## src/rtl/arb_pkg.sv

```systemverilog
// arb_pkg: shared types and constants for the two-requester shared-register arbiter
package arb_pkg;
    typedef enum logic [0:0] {IDLE = 1'b0, HOLD = 1'b1} state_t;
    localparam int DEFAULT_WIDTH = 8;
    localparam int CNT_W = 4;
endpackage

```

## src/rtl/en_reg.sv

```systemverilog
// en_reg: WIDTH-bit register with synchronous active-high reset and write enable
module en_reg #(
    parameter int WIDTH = 8
) (
    input  logic             CLK,
    input  logic             Reset,
    input  logic             en,
    input  logic [WIDTH-1:0] d,
    output logic [WIDTH-1:0] q
);
    logic [WIDTH-1:0] data_d, data_q;
    always_comb data_d = en ? d : data_q;
    always_ff @(posedge CLK) begin
        if (Reset) data_q <= '0;
        else data_q <= data_d;
    end
    assign q = data_q;
endmodule

```

## src/rtl/reg_share_arb.sv

```systemverilog
// reg_share_arb: round-robin arbiter granting two requesters write access to one shared register
module reg_share_arb
    import arb_pkg::*;
#(
    parameter int WIDTH       = DEFAULT_WIDTH,
    parameter int HOLD_CYCLES = 1
) (
    input  logic             CLK,
    input  logic             Reset,
    input  logic [1:0]       req,
    input  logic [WIDTH-1:0] data0,
    input  logic [WIDTH-1:0] data1,
    output logic [1:0]       gnt,
    output logic [WIDTH-1:0] Q,
    output logic             owner,
    output logic             busy,
    output logic [7:0]       wr_count
);
    localparam logic [CNT_W-1:0] HOLD_LD = CNT_W'(HOLD_CYCLES);
    state_t           state_d, state_q;
    logic [CNT_W-1:0] cnt_d, cnt_q;
    logic [1:0]       gnt_d, gnt_q;
    logic             owner_d, owner_q;
    logic [7:0]       wr_count_d, wr_count_q;
    logic             grant, win;
    logic [WIDTH-1:0] wdata;
    always_comb begin
        grant      = (state_q == IDLE) && (|req);
        win        = (&req) ? ~owner_q : req[1];
        wdata      = win ? data1 : data0;
        cnt_d      = grant ? HOLD_LD : (state_q == HOLD) ? cnt_q - CNT_W'(1) : cnt_q;
        state_d    = grant ? HOLD : (state_q == HOLD && cnt_d == '0) ? IDLE : state_q;
        gnt_d      = grant ? (win ? 2'b10 : 2'b01) : 2'b00;
        owner_d    = grant ? win : owner_q;
        wr_count_d = grant ? wr_count_q + 8'd1 : wr_count_q;
    end
    always_ff @(posedge CLK) begin
        if (Reset) begin
            state_q    <= IDLE;
            cnt_q      <= '0;
            gnt_q      <= 2'b00;
            owner_q    <= 1'b1;
            wr_count_q <= 8'd0;
        end else begin
            state_q    <= state_d;
            cnt_q      <= cnt_d;
            gnt_q      <= gnt_d;
            owner_q    <= owner_d;
            wr_count_q <= wr_count_d;
        end
    end
    en_reg #(.WIDTH(WIDTH)) u_reg (
        .CLK  (CLK),
        .Reset(Reset),
        .en   (grant),
        .d    (wdata),
        .q    (Q)
    );
    assign gnt      = gnt_q;
    assign owner    = owner_q;
    assign busy     = (state_q == HOLD);
    assign wr_count = wr_count_q;
endmodule

```

## config.mk

```make
export PLATFORM = sky130hd
export DESIGN_NAME = reg_share_arb
export DESIGN_NICKNAME = d
export VERILOG_FILES = /design/src/rtl/arb_pkg.sv /design/src/rtl/en_reg.sv /design/src/rtl/reg_share_arb.sv
export SDC_FILE = /design/constraint.sdc
export NUM_CORES = 1
export LEC_CHECK = 0
export ABC_AREA = 1
export BUFFER_PORTS_ARGS = -buffer_cell sky130_fd_sc_hd__buf_2
export CAP_MARGIN = 25
export CORE_MARGIN = 4
export CORE_UTILIZATION = 45
export CTS_BUF_LIST = sky130_fd_sc_hd__clkbuf_8
export CTS_CLUSTER_SIZE = 25
export DETAILED_ROUTE_END_ITERATION = 16
export PLACE_DENSITY = 0.78
export SYNTH_ARGS = -nofsm -noshare
export SYNTH_HDL_FRONTEND = slang
export SYNTH_SLANG_ARGS = --single-unit
```

## constraint.sdc

```tcl
create_clock -name CLK -period 2.6 [get_ports CLK]
set_input_delay 0.13 -clock CLK [delete_from_list [all_inputs] [get_ports CLK]]
set_output_delay 0.13 -clock CLK [all_outputs]
set_load 0.1 [all_outputs]
```

==> results.md, run 1 <==
- Vias in the first global route: 1011
- First-pass GRT wire length: 4.11 mm
- Worst path cell trace: buf_2
- Clock Path Buffers: 2
- Status: complete, no violations
- Die width: 58.1 um
- Slowest cell on the critical path: dfxtp_1
- H-tree depth: 1
- CP required: 2.47 ns
- Hold_buf cts: 0
- Post-layout util: 0.607
- CP Capture Type: output port
- P_leak: 0.704 nW
- Drt total wl: 2.38 mm
- Worst r2r path cells: 7
- Final GP Congestion: 0.714
- Final hold violations: 0
- CP delay by family, top: flip-flops
- Final net count: 215
- Tot GR Track Use: 0.155
- Number of port buffers: 39
- Worst Hold Slack: 0.0605 ns
- Layout cells sized above 1: 0.286
- Total clock sinks: 24
- Final Instance Area: 1390 um2
- Via/cell ratio: 4.73
- Fraction of synthesized area in multiplexers: 0
- Normalized max-slew margin: 0.675
- Synth Area per Inst: 7.49 um2
- WL/cell: 10.8 um
- Synth Area in Compound Gates: 0.0365
- IR drop worst, VDD: 473 uV
- Post-Synth Simple-Gate Area: 0.425
- Row Count: 17
- Antenna Cells: 0
- Slew at the pin with the worst max-slew slack: 0.491 ns
- Crit path depth: 1
- Initial antenna violation count: 0
- Grt total ovfl: 0
- HP Class: in -> reg
- Worst skew pair latency: 0.26 ns
- Clk slew on worst S/H paths: 0.08 ns
- Minimum clock period: 1.43 ns
- DP Worst Slack: 1.20 ns
- Final worst slack: 1.17 ns
- Clock root buffer: clkbuf_8
- Drt initial violations: 21
- Largest family of logic cells by synthesized area: simple AND/OR/NAND/NOR gates
- Final period util: 0.551
- HPWL Detailed: 1.86 mm
- Via Count: 1041
- Worst Path Buf+Inv: 1
- Syn-to-layout area delta: 23.2%
- Post-CTS setup buffers: 0
- Hold Path Stages: 3
- Flop and latch count out of synthesis: 24
- Synth Net Count: 173
- Initial cell density of the core: 0.492
- Finish-stage setup viols: 0
- Skew final: 0.00422 ns
- Critical path class: reg -> out
- Routed Antenna Nets: 0
- Max Slew Vio Count: 0
- Core area: 2300 um2
- Max incr delay on CP: 0.54 ns
- Drt pass-1 iters: 4
- Total CTS buffers: 3
- DRC violations left: 0
- Synth Cell Area: 1130 um2
- Adder-Cell Fraction of Synth Area: 0.0221
- PostCTS Resize Cnt: 0
- CTS tree: yes
- Total power: 1.14 mW
- Post-synthesis xor/xnor area fraction: 0
- Layout Cells excl Fill: 220
- Mapped Cells: 151
- Ports: 40
- Register area share after synthesis: 0.425
- Fmax: 698 MHz
- RSZ-0062 raised after global routing: false
- Cell Area, Placed: 1340 um2
- Total die area: 3380 um2
- Crit start category: flop
- Critical path data arrival time: 1.30 ns
- Chip Height: 58.1 um
- Largest net degree at the start of global routing: 14
- Final setup TNS: 0 ns
- Crit path max fanout: 9
- Number of max-cap violations: 0
- Synth Warn #: 0
- Pwr Density: 819 nW/um2
- Synth cell types: 21
- Dpl cells: 216
==> final timing paths <==
check,start,end,slack [ns]
hold / removal,data0[6],u_reg.q[6],0.06
setup / recovery,busy,busy,1.17
hold reg to reg,u_reg.q[6],u_reg.q[6],0.47
setup reg to reg,busy,owner,1.20
==> routing by layer <==
metal | share of wire | track usage | vias to the layer above | routed length, um
met5 | 0 | 0 | - | 0
met4 | 0.031 | 0.0927 | 0 | 74
met3 | 0.071 | 0.0290 | 8 | 168
met2 | 0.49 | 0.274 | 40 | 1180
met1 | 0.40 | 0.172 | 441 | 958
li1 | - | - | 552 | -
==> where the power goes <==
group	switching, mW	internal [mW]	total [mW]
clock network	0.113	0.135	0.248
registers	0.0340	0.409	0.443
logic	0.363	0.0880	0.451
==> sequential cells by signal (all words and copies together) (netlist names) <==
register / count
owner: 1
gnt: 2
cnt_q: 4
busy: 1
wr_count: 8
u_reg.q: 8
==> cells in the mapped netlist (all sizes together) <==
cell	n	area, um2
a21oi	3	15.0
a31oi	1	6.26
buf	2	22.5
clkinv	1	16.3
dfxtp	24	480
ha	2	25.0
inv	16	65.1
nand2	61	269
nand3	16	85.1
nand4	2	12.5
nor2	19	114
o21ai	4	20.0
==> area by class of cell <==
cell class / instances / area, um2
clock buffers: 4 / 55.1
multi-input cells: 108 / 547
well taps: 28 / 35.0
flip-flops and latches: 24 / 480
fillers: 217 / 903
inverters: 17 / 81.3
repair buffers: 39 / 195
==> cells by family (layout without fill, tap and decap cells) <==
group	after synthesis	after routing
AND/OR/NAND/NOR	98	98
flip-flops	24	24
buffers and inverters	19	60
AO/OA/AOI/OAI	8	8
adder cells (fa/ha/maj)	2	2
==> layout by cell type, fill, tap and decap left out <==
master / instances
nand2_1: 58
buf_2: 39
dfxtp_1: 24
nand3_1: 15
nor2_1: 15
inv_1: 13
clkbuf_8: 4
o21ai_0: 3
a21oi_1: 3
inv_2: 2
nand2_8: 2
nor2_8: 2
nand4_1: 2
ha_1: 2
nand2_4: 1
inv_6: 1
clkinv_8: 1
nor2_4: 1
a31oi_1: 1
nand3_2: 1
nor2_2: 1
o21ai_1: 1
(Power assumes the default switching activity.)
==> run 2: changes to the inputs <==
Settings changed: PLACE_DENSITY 0.78 to 0.81.
Clock period 2.6 ns to 1.3 ns, I/O delays scaled along.
==> run 2 against run 1 <==
Setup slack lost 1.1 ns; count of clock-buffer cells in the layout is the same; die area is the same; sequential share of layout area grew 0.63 points; critical path depth grew 8; power grew 110%; largest cell class unchanged; cell count grew 0.45%; hold slack lost 0.056 ns.
==> results.md, run 2 (synthesis results as in run 1) <==
- Max Slew Vio Count: 0
- Reg2Reg Setup Slack: 0.07 ns
- Dpl cells: 217
- Post-layout util: 0.629
- Final setup TNS: 0 ns
- Worst Hold Slack: 0.00425 ns
- CP required: 1.47 ns
- Crit path max fanout: 4
- Number of max-cap violations: 0
- Final hold violations: 0
- Core area: 2300 um2
- Tot GR Track Use: 0.153
- Drt pass-1 iters: 4
- P_leak: 0.716 nW
- PostCTS Resize Cnt: 0
- Slowest cell on the critical path: dfxtp_1
- Die width: 58.1 um
- Row Count: 17
- Number of port buffers: 39
- Critical path class: reg -> reg
- Gate power share: 0.400
- Status: complete, no violations
- Final net count: 216
- Crit start category: flop
- Cell Area, Placed: 1370 um2
- Max incr delay on CP: 0.36 ns
- HPWL Detailed: 1.90 mm
- Total clock sinks: 24
- Routed Antenna Nets: 0
- Drt total wl: 2.51 mm
- Final worst slack: 0.0745 ns
- Final period util: 0.943
- P_int: 1.29 mW
- IR drop worst, VDD: 1080 uV
- Pwr Density: 1630 nW/um2
- Layout cells sized above 1: 0.368
- WL/cell: 11.3 um
- CP Capture Type: flop
- Initial cell density of the core: 0.492
- HP Class: in -> reg
- Commonest non-fill, non-tap cells in the layout: 58 x nand2_1, 39 x buf_2, 15 x nand3_1, 15 x nor2_1, 13 x dfxtp_1
- Clock power frac: 0.216
- Total die area: 3380 um2
- Final GP Congestion: 0.817
- Clock root buffer: clkbuf_8
- Total CTS buffers: 3
- Worst skew pair latency: 0.27 ns
- Worst path cell trace: inv_2 > ha_4 > nand2_1 > o21ai_2 > nand2_1 > nor2_1 > nand2_1 > nand2_1 > nand2_1
- Layout Cells excl Fill: 221
- DP Worst Slack: 0.0400 ns
- Fmax: 816 MHz
- Drt initial violations: 36
- Antenna Cells: 0
- DRC violations left: 0
- Net Sw Frac: 0.449
- Slew at the pin with the worst max-slew slack: 0.495 ns
- Via/cell ratio: 4.86
- Finish-stage setup viols: 0
- Grt total ovfl: 0
- Clock Path Buffers: 2
- Normalized max-slew margin: 0.672
- Chip Height: 58.1 um
- Skew final: 0.00899 ns
- FILL cells: 207
- Psw: 1.05 mW
- H-tree depth: 1
- Ports: 40
- Hold_buf cts: 0
- Power share of the sequential group: 0.383
- First-pass GRT wire length: 4.11 mm
- Syn-to-layout area delta: 27.7%
- Clk slew on worst S/H paths: 0.09 ns
- Largest net degree at the start of global routing: 14
- CTS tree: yes
- Most common cell on crit path: nand2_1
- Final Instance Area: 1440 um2
- Minimum clock period: 1.23 ns
- Vias in the first global route: 1047
- Total power: 2.35 mW
- Commonest non-fill, non-tap cell in the layout: nand2_1
- Via Count: 1073
- Critical path data arrival time: 1.40 ns
- Post-CTS setup buffers: 0
- Initial antenna violation count: 0
run 2: worst paths after layout:
| path | start | to | cells after the start |
|---|---|---|---|
| setup / recovery | cnt_q[0] | busy | 9 |
| hold / removal | data0[3] | u_reg.q[3] | 3 |
| setup reg to reg | cnt_q[0] | busy | 9 |
| hold reg to reg | u_reg.q[5] | u_reg.q[5] | 2 |
run 2: power by group through the flow:
| stage | combinational [mW] | clock (mW) | sequential [mW] |
|---|---|---|---|
| 2_1_floorplan | 0.322 | 0 | 1.36 |
| 3_3_place_gp | 0.893 | 0 | 0.904 |
| 3_5_place_dp | 0.913 | 0 | 0.909 |
| 4_1_cts | 0.915 | 0.525 | 0.894 |
| 5_1_grt | 0.994 | 0.548 | 0.914 |
| 6_report | 0.940 | 0.508 | 0.900 |
run 2: final cells by class:
class / count / area (um2) / area share
Multi-Input combinational cell: 108 / 563 / 0.390
Tap cell: 28 / 35.0 / 0.0243
Clock buffer: 4 / 55.1 / 0.0381
Timing Repair Buffer: 40 / 203 / 0.140
Inverter: 17 / 81.3 / 0.0563
Sequential cell: 24 / 507 / 0.351
run 2: worst max-delay path: cells and delay by family (launching register included):
kind | cells | cell delay [ns]
DFF | 1 | 0.36
buffers and inverters | 1 | 0.07
and+or+nand+nor | 6 | 0.36
AOI/OAI and AO/OA | 1 | 0.08
adders and majority gates | 1 | 0.26
run 2: layer usage:
metal | share of wire | vias to the layer above | GRT usage
li1 | - | 556 | -
met1 | 0.43 | 466 | 0.173
met3 | 0.088 | 6 | 0.0401
met4 | 0.018 | 0 | 0.0762
met2 | 0.46 | 45 | 0.265
met5 | 0 | - | 0
==> run 3: changes to the inputs <==
Settings changed: ABC_AREA 1 to 0, PLACE_DENSITY 0.81 to 0.82, SYNTH_HIERARCHICAL set to 1.
==> run 3 against run 2 <==
Setup slack lost 0.074 ns; clock power decreased by 16%; routed wire length is 1.4% higher; synthesized cell count decreased by 28%; sequential power shrank 8.7%; critical path depth decreased by 4; global-route usage increased by 1.1 points; via count decreased by 8.9%; critical path type unchanged; highest routed layer unchanged.
==> results.md, run 3 <==
- Worst Path Buf+Inv: 1
- Synth Warn #: 6
- Largest net degree at the start of global routing: 25
- Final worst slack: 0.000696 ns
- Top post-synthesis cells by count: 24 x dfxtp_1, 10 x nor2_1, 9 x a21oi_1, 9 x mux2i_1, 8 x mux2_2
- Status: complete, no violations
- Vias in the first global route: 974
- Hold Path Stages: 4
- Number of max-cap violations: 0
- H-tree depth: 1
- Synth Net Count: 131
- Post-Synth Simple-Gate Area: 0.162
- Final hold violations: 0
- Routed Antenna Nets: 0
- Finish-stage setup viols: 0
- Commonest non-fill, non-tap cells in the layout: 38 x buf_2, 12 x dfxtp_1, 10 x nor2_1, 10 x buf_4
- Final net count: 180
- Worst r2r path cells: 5
- Initial cell density of the core: 0.480
- DRC violations left: 0
- P_leak: 0.682 nW
- Synth Area in Compound Gates: 0.119
- Asr flop ratio synth: 0
- Synth cell types: 29
- Worst path cell trace: a21boi_4 > buf_6 > mux2_4 > mux2i_1 > nor2_1
- Synth Area per Inst: 9.83 um2
- HPWL Detailed: 1.93 mm
- CTS tree: yes
- Total CTS buffers: 3
- Slowest cell on the critical path: dfxtp_4
- Critical path class: reg -> reg
- Clock root buffer: clkbuf_8
- Antenna Cells: 0
- First-pass GRT wire length: 4.20 mm
- Fmax: 770 MHz
- Via/cell ratio: 5.28
- Crit path launch: owner
- Layout Cells excl Fill: 185
- Worst Hold Slack: 0.173 ns
- Share of the synthesized area in the top cell type: 0.449
- Final Instance Area: 1530 um2
- Total clock sinks: 24
- Critical path data arrival time: 1.44 ns
- DP Worst Slack: -0.0763 ns
- Final setup TNS: 0 ns
- Register area share after synthesis: 0.449
- Commonest non-fill, non-tap cell in the layout: buf_2
- Crit start category: flop
- Layout cells sized above 1: 0.529
- IR drop worst, VDD: 925 uV
- HP Class: in -> reg
- Drt pass-1 iters: 4
- Post-synthesis xor/xnor area fraction: 0.0245
- Adder-Cell Fraction of Synth Area: 0.0234
- CP delay by family, top: multiplexers
- Syn-to-layout area delta: 42.9%
- Clk slew on worst S/H paths: 0.08 ns
- Max incr delay on CP: 0.35 ns
- Via Count: 977
- RSZ-0062 raised after global routing: true
- Synth Cell Area: 1070 um2
- Mapped Cells: 109
- Flop and latch count out of synthesis: 24
- Dpl cells: 179
- Final period util: 0.999
- Synth area leaders: dfxtp_1 45%, mux2i_1 8.4%, mux2_2 8.4%
- Cell Area, Placed: 1420 um2
- Max Slew Vio Count: 0
- Reg2Reg Setup Slack: 0.0007 ns
- CP Capture Type: flop
- Pwr Density: 1280 nW/um2
- Slew at the pin with the worst max-slew slack: 0.493 ns
- Hold Crit Start: data1[5]
- Row Count: 17
- Clock Path Buffers: 2
- Chip Height: 56.8 um
- Main synth FF type: dfxtp_1
- CP required: 1.44 ns
- Fraction of synthesized area in multiplexers: 0.168
- Yosys top cell by area: dfxtp_1
- Ports: 40
- WL/cell: 13.7 um
- R2R Path Start: owner
- Post-synth EDFFs: 0
- Most frequent cell after synthesis: dfxtp_1
- Largest family of logic cells by synthesized area: multiplexers
- Skew final: 0.00289 ns
- Core area: 2230 um2
- Drt initial violations: 22
- Normalized max-slew margin: 0.674
- Crit path max fanout: 4
- Total die area: 3220 um2
- Tot GR Track Use: 0.164
- Minimum clock period: 1.30 ns
- FILL cells: 185
- Number of port buffers: 39
- Initial antenna violation count: 0
- Final GP Congestion: 0.789
- Drt total wl: 2.54 mm
- Worst skew pair latency: 0.26 ns
- RR Endpoint: u_reg/q[1]
- WHS Endpoint: u_reg/q[5]
- Die width: 56.8 um
- Grt total ovfl: 0
run 3: logic make-up after synthesis:
family / Yosys count
AO/OA/AOI/OAI: 19
XOR/XNOR: 3
adder cells (fa/ha/maj): 2
buffers and inverters: 11
flip-flops: 24
multiplexers: 17
AND/OR/NAND/NOR: 33
run 3: report_power, final:
part | switching (mW) | internal (mW) | total [mW]
Sequential | 0.0402 | 0.782 | 0.822
Combinational | 0.484 | 0.219 | 0.703
Clock | 0.216 | 0.211 | 0.426
run 3: metal layers:
metal,vias to the layer above,GRT usage,wire [um]
met2,25,0.309,1390
met4,0,0.0464,27
met5,-,0,0
li1,487,-,-
met1,459,0.171,967
met3,6,0.0552,157
run 3: cell type report:
type / count / area (um2) / area share
repair buffers: 50 / 297 / 0.194
multi-input cells: 74 / 614 / 0.401
clock buffers: 3 / 41.3 / 0.0270
well taps: 28 / 35.0 / 0.0229
flip-flops and latches: 24 / 518 / 0.339
clock inverters: 1 / 3.75 / 0.00245
inverters: 5 / 21.3 / 0.0139
run 3: worst min-delay path: stages:
cell	delay (ns)
buf_2	0.08
mux2_4	0.12
mux2i_1	0.06
nor2_1	0.07
run 3: worst max path at each step:
stage	cells past startpoint	endpoint	slack, ns
final	5	u_reg/q[1]	0.0007
after floorplan	4	wr_count[6]	-0.13
after CTS	5	u_reg/q[1]	-0.01
after detailed placement	5	u_reg/q[1]	-0.08
after global placement	5	u_reg/q[1]	0.0005
after global routing	5	u_reg/q[2]	-0.08
run 3: timing repair:
action	in CTS	in global routing
setup endpoints to repair	8	15
setup buffers	0	2
pin swaps	1	3
resized for setup	3	8
hold endpoints to repair	0	0
hold buffers	0	0
run 3: per-stage QoR:
| stage | power [mW] | utilization |
|---|---|---|
| after global routing | 2.05 | 0.685 |
| after CTS | 1.95 | 0.666 |
| final | 1.95 | 0.685 |
| after floorplan | 1.36 | - |
| after detailed placement | 1.51 | 0.637 |
| after global placement | 1.49 | 0.637 |
